--- src/rtl/instr_fetch_unit_pkg.sv ---
// Shared types for the fetch stage and the pipeline registers that follow it.
package instr_fetch_unit_pkg;

  typedef logic [31:0] pc_t;

  localparam logic [31:0] NOP_INSTR = 32'h0;

  typedef struct packed {
    logic [31:0] instr;
    pc_t         pc;
    logic        valid;
  } ifid_t;

  localparam ifid_t IFID_BUBBLE = '{instr: NOP_INSTR, pc: '0, valid: 1'b0};

endpackage

--- src/rtl/instr_fetch_unit_if.sv ---
// Fetch-stage bus: control from later stages, imem address/data, IF/ID outputs.
interface instr_fetch_unit_if #(
  parameter int CNT_W = 16
) ();
  import instr_fetch_unit_pkg::*;

  logic             STALL;
  logic             REDIRECT_EN;
  pc_t              REDIRECT_PC;
  pc_t              ADDRESS;
  logic [31:0]      INSTRUCTION;
  logic [31:0]      IFID_INSTR;
  pc_t              IFID_PC;
  logic             IFID_VALID;
  logic             DONE;
  logic [CNT_W-1:0] FETCH_COUNT;

  modport master (
    output STALL, REDIRECT_EN, REDIRECT_PC, INSTRUCTION,
    input  ADDRESS, IFID_INSTR, IFID_PC, IFID_VALID, DONE, FETCH_COUNT
  );

  modport slave (
    input  STALL, REDIRECT_EN, REDIRECT_PC, INSTRUCTION,
    output ADDRESS, IFID_INSTR, IFID_PC, IFID_VALID, DONE, FETCH_COUNT
  );
endinterface

--- src/rtl/instr_fetch_unit_ifid_reg.sv ---
// Generic pipeline register for ifid_t: bubble beats load, otherwise hold.
module instr_fetch_unit_ifid_reg
  import instr_fetch_unit_pkg::*;
(
  input  logic  clk,
  input  logic  rst_n,
  input  logic  load_i,
  input  logic  bubble_i,
  input  ifid_t d_i,
  output ifid_t q_o
);

  ifid_t q_q, q_d;

  always_comb begin
    q_d = q_q;
    if (bubble_i)    q_d = IFID_BUBBLE;
    else if (load_i) q_d = d_i;
  end

  always_ff @(posedge clk or negedge rst_n) begin
    if (!rst_n) q_q <= IFID_BUBBLE;
    else        q_q <= q_d;
  end

  assign q_o = q_q;

endmodule

--- src/rtl/instr_fetch_unit.sv ---
// Fetch stage: owns the PC, drives imem address from a flop, loads IF/ID,
// stops at PC_LIMIT and counts fetched instructions (saturating).
module instr_fetch_unit
  import instr_fetch_unit_pkg::*;
#(
  parameter pc_t RESET_PC = 32'd0,
  parameter pc_t PC_LIMIT = 32'd9,
  parameter int  CNT_W    = 16
) (
  input  logic               CLK,
  input  logic               RST_N,
  instr_fetch_unit_if.slave  bus
);

  localparam logic [0:0] S_FETCH   = 1'b0;
  localparam logic [0:0] S_STOPPED = 1'b1;
  localparam logic [0:0] S_RESET   = (RESET_PC >= PC_LIMIT) ? S_STOPPED : S_FETCH;

  pc_t              pc_q, pc_d;
  logic [0:0]       state_q, state_d;
  logic [CNT_W-1:0] cnt_q, cnt_d;
  logic             ifid_load, ifid_bubble;
  ifid_t            ifid_d, ifid_q;
  pc_t              pc_inc;

  assign pc_inc = pc_q + 32'd1;  // wraps naturally at 2^32
  assign ifid_d = '{instr: bus.INSTRUCTION, pc: pc_q, valid: 1'b1};

  always_comb begin
    pc_d        = pc_q;
    state_d     = state_q;
    cnt_d       = cnt_q;
    ifid_load   = 1'b0;
    ifid_bubble = 1'b0;
    if (bus.REDIRECT_EN) begin
      // Redirect overrides stall: the squashed path must never reach decode.
      pc_d        = bus.REDIRECT_PC;
      ifid_bubble = 1'b1;
      state_d     = (bus.REDIRECT_PC >= PC_LIMIT) ? S_STOPPED : S_FETCH;
    end else if (bus.STALL) begin
      // everything holds
    end else if (state_q == S_STOPPED) begin
      ifid_bubble = 1'b1;
    end else begin
      ifid_load = 1'b1;
      pc_d      = pc_inc;
      state_d   = (pc_inc >= PC_LIMIT) ? S_STOPPED : S_FETCH;
      if (cnt_q != '1) cnt_d = cnt_q + CNT_W'(1);
    end
  end

  always_ff @(posedge CLK or negedge RST_N) begin
    if (!RST_N) begin
      pc_q    <= RESET_PC;
      state_q <= S_RESET;
      cnt_q   <= '0;
    end else begin
      pc_q    <= pc_d;
      state_q <= state_d;
      cnt_q   <= cnt_d;
    end
  end

  instr_fetch_unit_ifid_reg u_ifid (
    .clk      (CLK),
    .rst_n    (RST_N),
    .load_i   (ifid_load),
    .bubble_i (ifid_bubble),
    .d_i      (ifid_d),
    .q_o      (ifid_q)
  );

  assign bus.ADDRESS     = pc_q;
  assign bus.IFID_INSTR  = ifid_q.instr;
  assign bus.IFID_PC     = ifid_q.pc;
  assign bus.IFID_VALID  = ifid_q.valid;
  assign bus.DONE        = (state_q == S_STOPPED);
  assign bus.FETCH_COUNT = cnt_q;

endmodule
--- src/flat_wrapper.sv ---
// flat-port wrapper written by rule: the top's interface ports become plain ports
module instr_fetch_unit_flat import instr_fetch_unit_pkg::*;
#(
  parameter pc_t RESET_PC = 32'd0,
  parameter pc_t PC_LIMIT = 32'd9,
  parameter int  CNT_W    = 16
)
  (CLK, RST_N, bus_STALL, bus_REDIRECT_EN, bus_REDIRECT_PC, bus_INSTRUCTION, bus_ADDRESS, bus_IFID_INSTR, bus_IFID_PC, bus_IFID_VALID, bus_DONE, bus_FETCH_COUNT);
  instr_fetch_unit_if #(.CNT_W(CNT_W)) bus_i ();
  input  logic CLK;
  input  logic RST_N;
  input wire logic [$bits(bus_i.STALL)-1:0] bus_STALL;
  input wire logic [$bits(bus_i.REDIRECT_EN)-1:0] bus_REDIRECT_EN;
  input wire logic [$bits(bus_i.REDIRECT_PC)-1:0] bus_REDIRECT_PC;
  input wire logic [$bits(bus_i.INSTRUCTION)-1:0] bus_INSTRUCTION;
  output wire logic [$bits(bus_i.ADDRESS)-1:0] bus_ADDRESS;
  output wire logic [$bits(bus_i.IFID_INSTR)-1:0] bus_IFID_INSTR;
  output wire logic [$bits(bus_i.IFID_PC)-1:0] bus_IFID_PC;
  output wire logic [$bits(bus_i.IFID_VALID)-1:0] bus_IFID_VALID;
  output wire logic [$bits(bus_i.DONE)-1:0] bus_DONE;
  output wire logic [$bits(bus_i.FETCH_COUNT)-1:0] bus_FETCH_COUNT;
  assign bus_i.STALL = bus_STALL;
  assign bus_i.REDIRECT_EN = bus_REDIRECT_EN;
  assign bus_i.REDIRECT_PC = bus_REDIRECT_PC;
  assign bus_i.INSTRUCTION = bus_INSTRUCTION;
  assign bus_ADDRESS = bus_i.ADDRESS;
  assign bus_IFID_INSTR = bus_i.IFID_INSTR;
  assign bus_IFID_PC = bus_i.IFID_PC;
  assign bus_IFID_VALID = bus_i.IFID_VALID;
  assign bus_DONE = bus_i.DONE;
  assign bus_FETCH_COUNT = bus_i.FETCH_COUNT;
  instr_fetch_unit #(.RESET_PC(RESET_PC), .PC_LIMIT(PC_LIMIT), .CNT_W(CNT_W)) u_core (.CLK(CLK), .RST_N(RST_N), .bus(bus_i));
endmodule
--- config.mk ---
export PLATFORM = sky130hd
export DESIGN_NAME = instr_fetch_unit_flat
export DESIGN_NICKNAME = d
export VERILOG_FILES = /design/src/rtl/instr_fetch_unit_pkg.sv /design/src/rtl/instr_fetch_unit_if.sv /design/src/rtl/instr_fetch_unit_ifid_reg.sv /design/src/rtl/instr_fetch_unit.sv /design/src/flat_wrapper.sv
export SDC_FILE = /design/constraint.sdc
export NUM_CORES = 1
export LEC_CHECK = 0
export ABC_AREA = 1
export ABC_CLOCK_PERIOD_IN_PS = 2300
export CELL_PAD_IN_SITES_DETAIL_PLACEMENT = 1
export CELL_PAD_IN_SITES_GLOBAL_PLACEMENT = 2
export CORE_MARGIN = 3
export CORE_UTILIZATION = 27
export DETAILED_ROUTE_END_ITERATION = 6
export PLACE_DENSITY_LB_ADDON = 0.1
export RECOVER_POWER = 50
export SLEW_MARGIN = 10
export SYNTH_ARGS = -nofsm -noshare
export SYNTH_HDL_FRONTEND = slang
export SYNTH_HIERARCHICAL = 1
export SYNTH_SLANG_ARGS = --single-unit
--- constraint.sdc ---
create_clock -name CLK -period 2.3 [get_ports CLK]
set_input_delay 0.23 -clock CLK [delete_from_list [all_inputs] [get_ports CLK]]
set_output_delay 0.23 -clock CLK [all_outputs]
set_load 0.05 [all_outputs]
==> impl_metrics.tcl <==
set metrics [dict create \
    grt-ovfl-total 0 \
    syn_to_final_growth_pct 45.5 \
    finalHoldViolCount 0 \
    antenna_cells 0 \
    ys_warn_count 6 \
    ys_types 41 \
    cts-root-buf "clkbuf_16" \
    sequentialPowerShare_pct 37.7 \
    die_y_microns 157 \
    internal_power_mw 4.15 \
    drive_gt1_share_pct 11.1 \
    finalMaxSlewViolations 0 \
    initial_core_util_pct 27.9 \
    globalRouteTotalUtil_pct 18.8 \
    critPathMostFrequentCell "nand2_1" \
    start_kind "flop" \
    fin_crit_sh_pct 92.8 \
    swShare_pct 28.3 \
    dpl.cell_count 1249 \
    nNetsFinal 1061 \
    instances_no_fill 1281 \
    first_pass_iters 4 \
    grt_max_degree 66 \
    synth_edf_count 0 \
    grt_setup_unrepaired "false" \
    fin_skew_ns 0.00988 \
    worst_path_largest_cell_delay_ns 0.38 \
    status "finished clean" \
    grt_pass1_vias 6412 \
    synthCells 785 \
    worstHoldStart "bus_INSTRUCTION[19]" \
    drt_wl_total_mm 22.8 \
    ir_drop_mv 0.260 \
    crit_type "reg -> reg" \
    p_clk_share_pct 46.4 \
    synth-main-ff-cell "dfrtp_1" \
    synth_seq_cells 114 \
    clock_path_buffers 2 \
    syn_area_per_cell_sq_um 7.88 \
    p_leak_nw 4.33 \
    crit_start "u_core/bus.ADDRESS[0]$_DFFE_PN0P_" \
    finalSetupTns_ns 0 \
    r2r-start "u_core/bus.ADDRESS[0]$_DFFE_PN0P_" \
    place_congestion 0.807 \
    crit_slowest_cell "dfrtp_1" \
    io_pins 182 \
    timing.fmax_ghz 0.468 \
    dieArea_sq_um 24800 \
    cts_htree_levels 4 \
    grt_pass1_wl_mm 36.2 \
    antenna_found_initial 0 \
    ys_seq_area_share_pct 46.1 \
    avgViaCountPerCell 4.76 \
    period_minus_slack_ns 2.13 \
    crit_arrival_ns 2.41 \
    p_switching_mw 1.64 \
    cts_buffers 17 \
    rows 54 \
    cts_tree "done" \
    setup_violations 0 \
    async_reset_ff_share_pct 100 \
    worstMarginPinSlew_ns 0.865 \
    crit_fanout 8 \
    wire_per_inst_microns 17.8 \
    power.density_nw_per_um2 643 \
    die_x_microns 157 \
    hpwl_mm 17.5 \
    coreArea_sq_um 22200 \
    crit_chain "ha_1 -> nand2_2 -> nor2_8 -> nand3_4 -> nor2_1 -> nand2_1 -> nand2_1 -> nand2_1 -> nor2_1 -> nand3_1 -> nor2_1 -> nand2_1 -> nand2_1 -> a21oi_2" \
    crit_required_ns 2.58 \
    path_clk_slew_ns 0.05 \
    vias 6099 \
    portBuffers 181 \
    hold_slack_ns 0.392 \
    comb_power_share_pct 16.0 \
    min_path_type "in -> reg" \
    syn_area_sq_um 6190 \
    clock-sinks 114 \
    cp-end-kind "flop" \
    slew_headroom_pct 42.3 \
    ant_nets 0 \
    drt-initial-drc-count 342 \
    cap_violations 0 \
    drcViolationCount 0 \
    clkLatencyLatePin_ns 0.41 \
    syn-num-nets 857 \
]
per-stage QoR:
stage	cell area, sq um	util [%]	setup slack (ns)	power, mW
floorplan	6190	-	0.0973	2.66
CTS	9060	40.9	0.133	5.88
detailed placement	8460	38.2	0.137	3.15
global route	9000	40.6	0.0125	6.05
global placement	8460	38.2	0.103	3.14
finish	9000	40.6	0.165	5.79
power by group through the flow:
stage	registers [mW]	logic [mW]	clock network, mW
4_1_cts	2.18	0.945	2.76
2_1_floorplan	2.38	0.287	0
3_3_place_gp	2.21	0.928	0
3_5_place_dp	2.22	0.939	0
5_1_grt	2.19	1.00	2.85
6_report	2.18	0.924	2.69
Yosys cell counts, types with 8 or more instances:
library cell | count | area, sq um
xor2_1 | 11 | 96.3
nand2_1 | 310 | 1160
xnor2_1 | 8 | 70.1
buf_2 | 13 | 65.1
nor2_1 | 48 | 180
nand2_2 | 14 | 87.6
o211ai_1 | 15 | 113
inv_1 | 55 | 206
nand4_1 | 13 | 81.3
o221ai_1 | 12 | 105
dfrtp_1 | 114 | 2850
nand3_1 | 91 | 455
layout by cell type (no fill, tap or decap), drive strengths merged:
cell	n
nand3	95
ha	4
clkinvlp	2
nor2	63
o211ai	15
a221o	1
xor2	11
clkinv	8
dlygate4sd3	10
nor3	4
nand2	327
clkbuf	27
o31ai	1
inv	59
clkdlybuf4s50	171
bufinv	3
dfrtp	114
o21bai	2
buf	27
nor4	6
mux2	1
a21oi	2
conb	1
nand3b	7
nand4	14
o21ai	4
xnor2	9
o221ai	12
nor3b	1
state kept, by name, indices dropped and copies added (netlist names):
| signal | flops |
|---|---|
| u_core/bus.ADDRESS | 32 |
| u_core/bus.DONE | 1 |
| u_core/bus.FETCH_COUNT | 16 |
| u_core/u_ifid/q_o | 65 |
metal layers:
| layer | vias to the layer above | routed length, microns | GRT usage, % |
|---|---|---|---|
| li1 | 2942 | - | - |
| met1 | 2973 | 11400 | 27.2 |
| met2 | 170 | 10100 | 28.9 |
| met3 | 14 | 977 | 3.38 |
| met4 | 0 | 245 | 5.00 |
| met5 | - | 0 | 0 |
final timing paths:
kind,slack (ns),to,cells after the start
worst max-delay path,0.17,u_core/bus.DONE$_DFFE_PN0P_,14
worst min-delay path,0.39,u_core/u_ifid/q_o[52]$_DFFE_PN0P_,3
worst max register to register,0.17,u_core/bus.DONE$_DFFE_PN0P_,14
worst min register to register,0.46,u_core/u_ifid/q_o[1]$_DFFE_PN0P_,2
max in group asynchronous,0.37,u_core/u_ifid/q_o[17]$_DFFE_PN0P_,3
min in group asynchronous,0.46,u_core/u_ifid/q_o[56]$_DFFE_PN0P_,2
critical path, delay by kind of cell (launching register included):
kind	cells	cell delay (ns)
fa+ha+maj	1	0.21
simple gates	12	1.34
flops	1	0.38
compound gates	1	0.05
area by class of cell:
| type | count | area [sq um] |
|---|---|---|
| flip-flops and latches | 114 | 2860 |
| fillers | 2629 | 13200 |
| well taps | 280 | 350 |
| multi-input cells | 580 | 2910 |
| clock buffers | 21 | 460 |
| inverters | 62 | 233 |
| clock inverters | 10 | 134 |
| repair buffers | 214 | 2060 |
what timing repair did:
| item | 4_1_cts | 5_1_grt |
|---|---|---|
| endpoints found under the hold margin | 30 | 0 |
| setup buffers | 0 | 0 |
| resized for setup | 0 | 8 |
| setup endpoints to repair | 0 | 2 |
| hold buffers | 1 | 0 |
kinds of logic (layout without fill, tap and decap cells):
family	Yosys count	after routing	synth area share [%]
AOI/OAI and AO/OA	37	37	4.65
xor gates and xnor gates	20	20	2.95
adders and majority gates	4	4	0.809
buffers and inverters	91	307	6.57
DFF	114	114	46.1
muxes	1	1	0.182
other	1	1	0.0606
and+or+nand+nor	517	517	38.7
(Power assumes the default switching activity.)
